File: src/rtl/subbytes_sequencer.sv
// subbytes_sequencer
// Takes a 128-bit AES state over a valid/ready handshake and feeds it one byte
// per cycle into an external S-box stage with LAT cycles of latency. It then
// collects the 16 returned bytes and presents the reassembled result over a
// second valid/ready handshake.
module subbytes_sequencer #(
  parameter int LAT = 1
) (
  input  logic         clk,
  input  logic         rst,
  input  logic         in_valid,
  output logic         in_ready,
  input  logic         in_dec,
  input  logic [127:0] in_state,
  output logic         out_valid,
  input  logic         out_ready,
  output logic         out_dec,
  output logic [127:0] out_state,
  output logic         sb_dec,
  output logic [7:0]   sb_byte_out,
  input  logic [7:0]   sb_byte_in,
  output logic         busy
);

  // state | meaning
  // IDLE  | waiting for a state; in_ready high
  // FEED  | driving source bytes 0..15 to the S-box stage
  // DRAIN | feed finished, waiting for the last results to return
  // DONE  | result presented on out_state, waiting for out_ready
  typedef enum logic [1:0] {
    IDLE  = 2'd0,
    FEED  = 2'd1,
    DRAIN = 2'd2,
    DONE  = 2'd3
  } state_t;

  state_t       state;
  state_t       state_nxt;
  logic [127:0] src_reg;
  logic [127:0] res_reg;
  logic         mode_reg;
  logic [3:0]   feed_cnt;
  logic [3:0]   cap_cnt;
  logic         accept;
  logic         issue;
  logic         capture;
  logic [6:0]   feed_base;
  logic [6:0]   cap_base;

  // Byte k lives at bits [127-8k -: 8], i.e. base 120-8k for an ascending part-select.
  assign feed_base = 7'd120 - {feed_cnt, 3'b000};
  assign cap_base  = 7'd120 - {cap_cnt, 3'b000};
  assign issue     = (state == FEED);

  // Capture is driven only by a tracked issue delayed by the stage latency.
  generate
    if (LAT == 0) begin : g_lat0
      assign capture = issue;
    end else begin : g_latn
      logic [LAT-1:0] issue_sr;

      // Issue tracker: one bit per byte in flight through the S-box stage.
      always_ff @(posedge clk) begin
        if (rst) begin
          issue_sr <= '0;
        end else begin
          issue_sr[0] <= issue;
          for (int i = 1; i < LAT; i++) begin
            issue_sr[i] <= issue_sr[i-1];
          end
        end
      end

      assign capture = issue_sr[LAT-1];
    end
  endgenerate

  // State register.
  always_ff @(posedge clk) begin
    if (rst) begin
      state <= IDLE;
    end else begin
      state <= state_nxt;
    end
  end

  // Next-state and handshake/stage outputs.
  always_comb begin
    state_nxt   = state;
    in_ready    = 1'b0;
    out_valid   = 1'b0;
    busy        = 1'b1;
    accept      = 1'b0;
    sb_byte_out = 8'h00;
    case (state)
      IDLE: begin
        busy     = 1'b0;
        in_ready = !rst;
        accept   = in_valid && !rst;
        if (accept) begin
          state_nxt = FEED;
        end
      end
      FEED: begin
        sb_byte_out = src_reg[feed_base +: 8];
        if (feed_cnt == 4'd15) begin
          state_nxt = (LAT > 0) ? DRAIN : DONE;
        end
      end
      DRAIN: begin
        if (capture && (cap_cnt == 4'd15)) begin
          state_nxt = DONE;
        end
      end
      DONE: begin
        out_valid = 1'b1;
        if (out_ready) begin
          state_nxt = IDLE;
        end
      end
      default: begin
        state_nxt = IDLE;
      end
    endcase
  end

  // Source/result/mode registers and the feed and capture counters.
  always_ff @(posedge clk) begin
    if (rst) begin
      src_reg  <= '0;
      res_reg  <= '0;
      mode_reg <= 1'b0;
      feed_cnt <= 4'd0;
      cap_cnt  <= 4'd0;
    end else begin
      if (accept) begin
        src_reg  <= in_state;
        mode_reg <= in_dec;
        feed_cnt <= 4'd0;
        cap_cnt  <= 4'd0;
      end
      // Counters saturate at 15 so they never wrap inside a block.
      if (issue && (feed_cnt != 4'd15)) begin
        feed_cnt <= feed_cnt + 4'd1;
      end
      if (capture) begin
        res_reg[cap_base +: 8] <= sb_byte_in;
        if (cap_cnt != 4'd15) begin
          cap_cnt <= cap_cnt + 4'd1;
        end
      end
    end
  end

  // Mode is only loaded on acceptance, so it stays fixed for the whole block.
  assign sb_dec    = mode_reg;
  assign out_dec   = mode_reg;
  assign out_state = res_reg;

endmodule

File: config.mk
export PLATFORM = sky130hd
export DESIGN_NAME = subbytes_sequencer
export DESIGN_NICKNAME = d
export VERILOG_FILES = /design/src/rtl/subbytes_sequencer.sv
export SDC_FILE = /design/constraint.sdc
export NUM_CORES = 1
export LEC_CHECK = 0
export ABC_CLOCK_PERIOD_IN_PS = 6190
export BUFFER_PORTS_ARGS = -buffer_cell sky130_fd_sc_hd__buf_2
export CAP_MARGIN = 10
export CORE_MARGIN = 10
export CORE_UTILIZATION = 45
export CTS_CLUSTER_DIAMETER = 80
export DETAILED_ROUTE_END_ITERATION = 7
export GPL_TIMING_DRIVEN = 0
export PLACE_DENSITY = 0.73
export SYNTH_ARGS = -nofsm -noshare
export SYNTH_HDL_FRONTEND = slang
export SYNTH_SLANG_ARGS = --single-unit
File: constraint.sdc
create_clock -name clk -period 6.19 [get_ports clk]
set_clock_uncertainty 0.2 [all_clocks]
set_input_delay 0.619 -clock clk [delete_from_list [all_inputs] [get_ports clk]]
set_output_delay 0.619 -clock clk [all_outputs]
set_load 0.02 [all_outputs]
Word level (Yosys, flattened, before mapping)
Cells that the tools add are included.

Output and inout bits: 141. Bits of input ports: 141. Word-level logic and storage cells: 49. Flip-flop bits (word level): 268.

Shift operators: 3. Muxes and demuxes: 16. Reduce and logical (&&, ||, !) cells: 7. Add/sub/neg operators: 5. Equality and inequality tests: 11.

Operators with widths (number): 128-bit bitwise mux (1); 8-bit by 9-bit variable shift with 128-bit output, first input constant (1); 128-bit by 8-bit indexed part select with 8-bit output (1); 8-bit by 9-bit indexed part select with 128-bit output (1); 4-bit 2-to-1 mux (5); 7-bit subtractor, first input constant (2); 7-bit negator with 9-bit output (1); 4-bit by 1-bit adder with 4-bit output, second input constant (2); 4-bit equality test, second input constant (2); 2-bit 2-to-1 mux (4); 8-bit 2-to-1 mux (1); 4-bit != test, second input constant (2); 2-bit one-hot mux with 4 select lines (1); 2-bit != test, second input constant (3); 2-bit equality test, second input constant (2); 1-bit 2-to-1 mux (4); 4-bit AND reduction (1); 1-bit logical AND (3); 2-bit by 1-bit equality test with 1-bit output, second input constant (1); 2-bit zero test (1); 2-bit by 1-bit != test with 1-bit output, second input constant (1); 2-bit nonzero test (1); 1-bit zero test (1).

Longest topological paths before layout
Gate-level depths: netlist of the first run.

Depth after elaboration: 6. Mapped depth: 9.

Least setup slack after synthesis of the first run
No wires, ideal clock.

Kind: reg2out. Start point: register feed_cnt[0]. End point: output sb_byte_out[1]. Cell stages (with the launch flop): 6. Arrival: 1.878 ns. Buffers on the path: 2. Slack: 3.493 ns. Cells stage by stage: dfxtp_1 > buf_2 > buf_1 > mux4_2 > a22oi_1 > o21ai_0.

Word-level cells in the longest chain between the ends: 3.

Ends and longest elaborated chain: start: declaration (RTL line 42) `logic [3:0] feed_cnt;`; start signal: assignment (RTL line 144) `feed_cnt <= feed_cnt + 4'd1;`; 7-bit subtractor (RTL line 51) `assign feed_base = 7'd120 - {feed_cnt, 3'b000};`; 128-bit by 8-bit indexed part select with 8-bit output (RTL line 105) `sb_byte_out = src_reg[feed_base +: 8];`; 8-bit 2-to-1 mux (RTL line 95) `case (state)`; end: declaration (RTL line 20) `output logic [7:0] sb_byte_out,`.

No other way between the ends.

Worst setup path after layout of the first run
Same ends and word-level chain as after synthesis.

==> metrics, run 1 <==
status=finished, final reports clean; Fin. Hold Viols=0; Iter 0 DRT Violations=739; initial antenna violation count=0; Max Fclk=257 MHz; crit end category=output pin; Yosys Warn Count=0; fin crit period=just under 4 ns; TritonCTS Sinks=268; antenna cells=0; most common cell in the netlist=dfxtp_1; Setup violations, final=0; Routed WL per cell=19.7 um; Unique masters post-synth=52; Yosys top cell by area=dfxtp_1; nets=1662; post-cts resize count=0; # rows=58; CTS buffer count=29; gr usage total=0.216; critical path class=reg2out; DRT Wirelength=about 37 mm; max-slew violations=0; Initial Util=0.458; Yosys top cell area share=0.465; Avg Inst Size Synth=9.61 um^2; Seq cells post-synth=~270; Post-synth EDFFs=0; Synth Instances=between 1000 and 1500; die area=32400 um^2; Top Ports=282; Top FF cell, synth=dfxtp_1; Die X=between 150 and 200 um; Core ar.=25200 um^2; CTS root buf=clkbuf_16; commonest cells in the synthesized netlist=268 x dfxtp_1, 239 x nand2b_1, 162 x nand2_1; Placed Cells=1811; # Post-CTS Setup Buffers=0; Worst EP required=around 5.4 ns; CP startpoint kind=register; gpl congestion=roughly 0.86; worst setup margin=2.31 ns; Post-DRT Antenna Nets=0; htree depth=1; Slew HR=0.246; Hold Buf Count CTS=0; IO Port Bufs=281; CP max FO=10; Cell Area, Synth=between 10000 and 15000 um^2; vias per cell=5.26; VDD IR max=0.000182 V; critical path arrival=3.07 ns; RSZ-0062 raised after global routing=false; CTS tree=done; Worst-Skew Late Latency=0.54 ns; total negative slack=0 ns; Synth-to-Final Area Change=25.2%; HPWL after DPL=27.7 mm; grt ovf=0; Synth Net Count=1349; pin count of the biggest net entering global routing=15; Die H=180 um; share of layout cells above drive strength 1=0.264; total power=4840 uW; Worst-path clk slew=0.06 ns; first-pass GRT wire length=roughly 57 mm; routed vias=9819; Hold WC Path Type=in2reg; post-synthesis sequential area ratio=0.465; Max Cap Violations=0; Pleak=0.00619 uW; ys async rst share=0; ranking of synthesized cells by area=dfxtp_1 47%, nand2b_1 13%, mux2i_1 11%, mux4_2 6.3%, o21ai_0 6.0%; vias in the first global route=10298; Pre-Repair DR Iteration Count=5; DRC errors left=0; measured slew at the worst slew-check pin=1.12 ns; fin crit share=0.628; worst-case clock buffer depth=3; Place WS=2.47 ns; cell area power density=about 340 nW/um^2; number of non-filler instances in the completed layout=about 1900
final timing paths:
| path | slack [ns] | endpoint | startpoint | cells past startpoint |
|---|---|---|---|---|
| max | 2.31 | sb_byte_out[1] | feed_cnt[0] | 6 |
| max reg2reg | 3.20 | out_state[77] | cap_cnt[0] | 8 |
| min reg2reg | 0.27 | out_state[25] | out_state[25] | 2 |
| min | 0.07 | src_reg[56] | in_state[56] | 3 |
layer usage:
layer,global-route usage,part of all wire
met5,0,0
met2,0.362,0.47
met1,0.262,0.42
met3,0.0620,0.080
met4,0.0673,0.030
cell families (layout without fill, tap and decap cells):
family	after synthesis	in the layout	share of synthesized area
and+or+nand+nor	478	478	0.222
DFF	268	268	0.465
AOI/OAI and AO/OA	187	187	0.0947
muxes	155	155	0.169
buffers and inverters	101	436	0.0367
adders and majority gates	8	8	0.00868
xor gates and xnor gates	3	3	0.00293
power by group:
| part | leakage, uW | internal, uW | switching (uW) |
|---|---|---|---|
| registers | 0.00218 | 1910 | 111 |
| logic | 0.00348 | 347 | 524 |
| clock network | 0.000530 | 1220 | 724 |
layout by cell type, fill, tap and decap left out, types with 4 or more instances in the layout:
cell type / count
nand2b_1: 239
a22oi_1: 9
o32ai_1: 15
nand3_1: 16
nand3_2: 5
and2_1: 4
o21ai_0: 138
nor2_1: 28
buf_1: 6
buf_2: 299
clkbuf_1: 57
clkinv_2: 6
mux2i_1: 123
nand2_1: 162
clkbuf_16: 29
a21oi_1: 9
bufinv_16: 8
nor2b_1: 4
inv_1: 21
mux4_2: 32
dfxtp_1: 268
ha_1: 8
buf_4: 4
through the flow:
step / util / area, um^2 / hold WS [ns]
6_report: 0.573 / 14400 / 0.0659
5_1_grt: 0.573 / 14400 / 0.0665
4_1_cts: 0.573 / 14400 / 0.0559
3_5_place_dp: 0.530 / 13300 / 0.258
3_3_place_gp: 0.530 / 13300 / 0.256
2_1_floorplan: - / 11500 / 0.246
cell type report:
| class | instances | area [um^2] |
|---|---|---|
| fillers | 2246 | 10800 |
| multi-input cells | 831 | 5740 |
| flip-flops and latches | 268 | 5370 |
| repair buffers | 282 | 1410 |
| clock buffers | 36 | 772 |
| well taps | 330 | 413 |
| plain buffers | 80 | 344 |
| clock inverters | 17 | 304 |
| inverters | 21 | 78.8 |
worst max-delay path, cell delays in order, from the launching register on:
cell and delay [ns]:
dfxtp_1 0.32, buf_2 0.29, buf_1 0.60, mux4_2 0.59, a22oi_1 0.31, o21ai_0 0.20
buf_2 0.20
Power figures use the tool's default switching activity.
==> run 2: changes to the inputs <==
--- a/config.mk
+++ b/config.mk
@@ -5,7 +5,7 @@
 export SDC_FILE = /design/constraint.sdc
 export NUM_CORES = 1
 export LEC_CHECK = 0
-export ABC_CLOCK_PERIOD_IN_PS = 6190
+export ABC_CLOCK_PERIOD_IN_PS = 3700
 export BUFFER_PORTS_ARGS = -buffer_cell sky130_fd_sc_hd__buf_2
 export CAP_MARGIN = 10
 export CORE_MARGIN = 10
==> constraint.sdc (replaced) <==
create_clock -name clk -period 3.7 [get_ports clk]
set_clock_uncertainty 0.2 [all_clocks]
set_input_delay 0.37 -clock clk [delete_from_list [all_inputs] [get_ports clk]]
set_output_delay 0.37 -clock clk [all_outputs]
set_load 0.02 [all_outputs]
==> run 2 against run 1 <==
Worst hold slack worse by 0.030 ns. Routed wire length is 9.8% higher. Via count is 8.4% higher. Final cell count is 7.6% higher. Sequential power is 67% higher. Combinational power is 84% higher. Worst setup slack worse by 2.1 ns. Count of clock-buffer cells in the layout stayed put. Clock power is 68% higher. Register-to-register slack worse by 2.5 ns. Largest cell class unchanged. Largest power group unchanged.
==> metrics, run 2 (synthesis gave the netlist of run 1 again) <==
status=finished, final reports clean; die area=32400 um^2 (unchanged); Die H=180 um (unchanged); fin crit period=3.51 ns; TritonCTS Sinks=268 (unchanged); share of layout cells above drive strength 1=0.244 (-0.0200); htree depth=1 (unchanged); routed vias=10643 (+8.4%); Worst-path clk slew=0.06 ns (about the same); max-slew violations=0 (unchanged); most frequent cells in the layout=299 x buf_2, 268 x dfxtp_1, 239 x nand2b_1; Die X=180 um (unchanged); Max Cap Violations=0 (unchanged); CP max FO=10 (unchanged); Fin. Hold Viols=0 (unchanged); VDD IR max=0.000309 V (+70%); gpl congestion=0.861 (unchanged); initial antenna violation count=7 (+7); DRT Wirelength=40.4 mm (+9.8%); grt ovf=0 (unchanged); total negative slack=0 ns (unchanged); design area=15800 um^2 (+9.4%); Slew HR=0.244 (-0.00221); CTS buffer count=29 (unchanged); first-pass GRT wire length=63.0 mm (+9.9%); Hold WS=0.0363 ns (-0.0296 ns); Hold WC Path Type=in2reg; fin crit share=0.950; DRC errors left=0 (unchanged); cell area power density=522 nW/um^2 (+56%); Top Ports=282 (unchanged); Routed WL per cell=20.1 um (+2.1%); CTS tree=done; Pre-Repair DR Iteration Count=5 (unchanged); Worst EP required=3.13 ns (-2.24 ns); Initial Util=0.458 (unchanged); measured slew at the worst slew-check pin=1.12 ns (+0.00329 ns); pin count of the biggest net entering global routing=15 (unchanged); gr usage total=0.237 (+0.0215); Pleak=0.00676 uW (+9.1%); global route hottest layer=met2; critical path class=reg2out; HPWL after DPL=27.7 mm (unchanged); met1 Use GR=0.274 (+0.0122); Worst-Skew Late Latency=0.54 ns (about the same); Setup violations, final=0 (unchanged); commonest non-fill, non-tap cell in the layout=buf_2; critical path arrival=2.94 ns (-0.13 ns); Iter 0 DRT Violations=856 (+16%); # rows=58 (unchanged); Core ar.=25200 um^2 (unchanged); Placed Cells=1811 (unchanged); nets=1796 (+8.1%); Max Fclk=285 MHz; RSZ-0062 raised after global routing=false; IO Port Bufs=281 (unchanged); CTS root buf=clkbuf_16; Post-DRT Antenna Nets=0 (unchanged); Synth-to-Final Area Change=37.0%; worst-case clock buffer depth=3 (unchanged); Place WS=0.475 ns (-1.99 ns); crit end category=output pin; GR Util met3=0.0685 (+0.00643); met2 Use GR=0.409 (+0.0470); number of non-filler instances in the completed layout=2006 (+7.6%); # Post-CTS Setup Buffers=0 (unchanged); vias per cell=5.31 (+0.77%); worst setup margin=0.186 ns (-2.12 ns); Placed Area=13300 um^2 (unchanged); vias in the first global route=11261 (+9.4%); CP startpoint kind=register
run 2: changes by cell type in the layout (fill, tap and decap cells not counted):
cell / change
diode_2: +7
clkbuf_2: +2
dlygate4sd3_1: +134
buf_1: -2
run 2: area by class of cell:
type | instances | area [um^2]
clock inverter | 17 | 304
clock buffer | 36 | 772
buffer | 80 | 347
timing repair buffer | 416 | 2750
antenna | 7 | 17.5
sequential | 268 | 5370
inverter | 21 | 78.8
tap | 330 | 413
fill | 2006 | 9390
multi-input combinational | 831 | 5740
run 2: power breakdown:
| part | leakage (uW) | switching (uW) | internal [uW] |
|---|---|---|---|
| Clock | 0.000530 | 1220 | 2040 |
| Sequential | 0.00218 | 192 | 3190 |
| Combinational | 0.00405 | 924 | 674 |
run 2: worst max-delay path, stage by stage, from the launching register on:
cell and delay, ns:
dfxtp_1 0.32, buf_2 0.29, buf_2 0.41, mux4_2 0.57, a22oi_1 0.36, o21ai_0 0.22, buf_2 0.21
run 2: metrics by stage:
stage / total power, uW / utilization
2_1_floorplan: 4340 / -
3_3_place_gp: 4830 / 0.530
3_5_place_dp: 4870 / 0.530
4_1_cts: 8230 / 0.626
5_1_grt: 8560 / 0.627
6_report: 8250 / 0.627
run 2: final timing paths:
path / start / endpoint / slack (ns) / cells past startpoint
worst max-delay path: feed_cnt[0] / sb_byte_out[1] / 0.19 / 6
worst min-delay path: sb_byte_in[4] / out_state[44] / 0.04 / 3
worst max register to register: state[1] / src_reg[87] / 0.70 / 9
worst min register to register: out_state[25] / out_state[25] / 0.27 / 2
run 2: repair_timing:
item,CTS,global route
hold buffers,134,0
endpoints found under the hold margin,145,0
endpoints found under the setup margin,0,1
gates resized for setup,0,2
run 2: routing by layer:
metal | share of wire | wire length [um] | vias up
met5 | 0 | 0 | -
met4 | 0.035 | 1400 | 0
met3 | 0.087 | 3510 | 89
met2 | 0.48 | 19600 | 483
met1 | 0.39 | 15900 | 5097
li1 | - | - | 4974
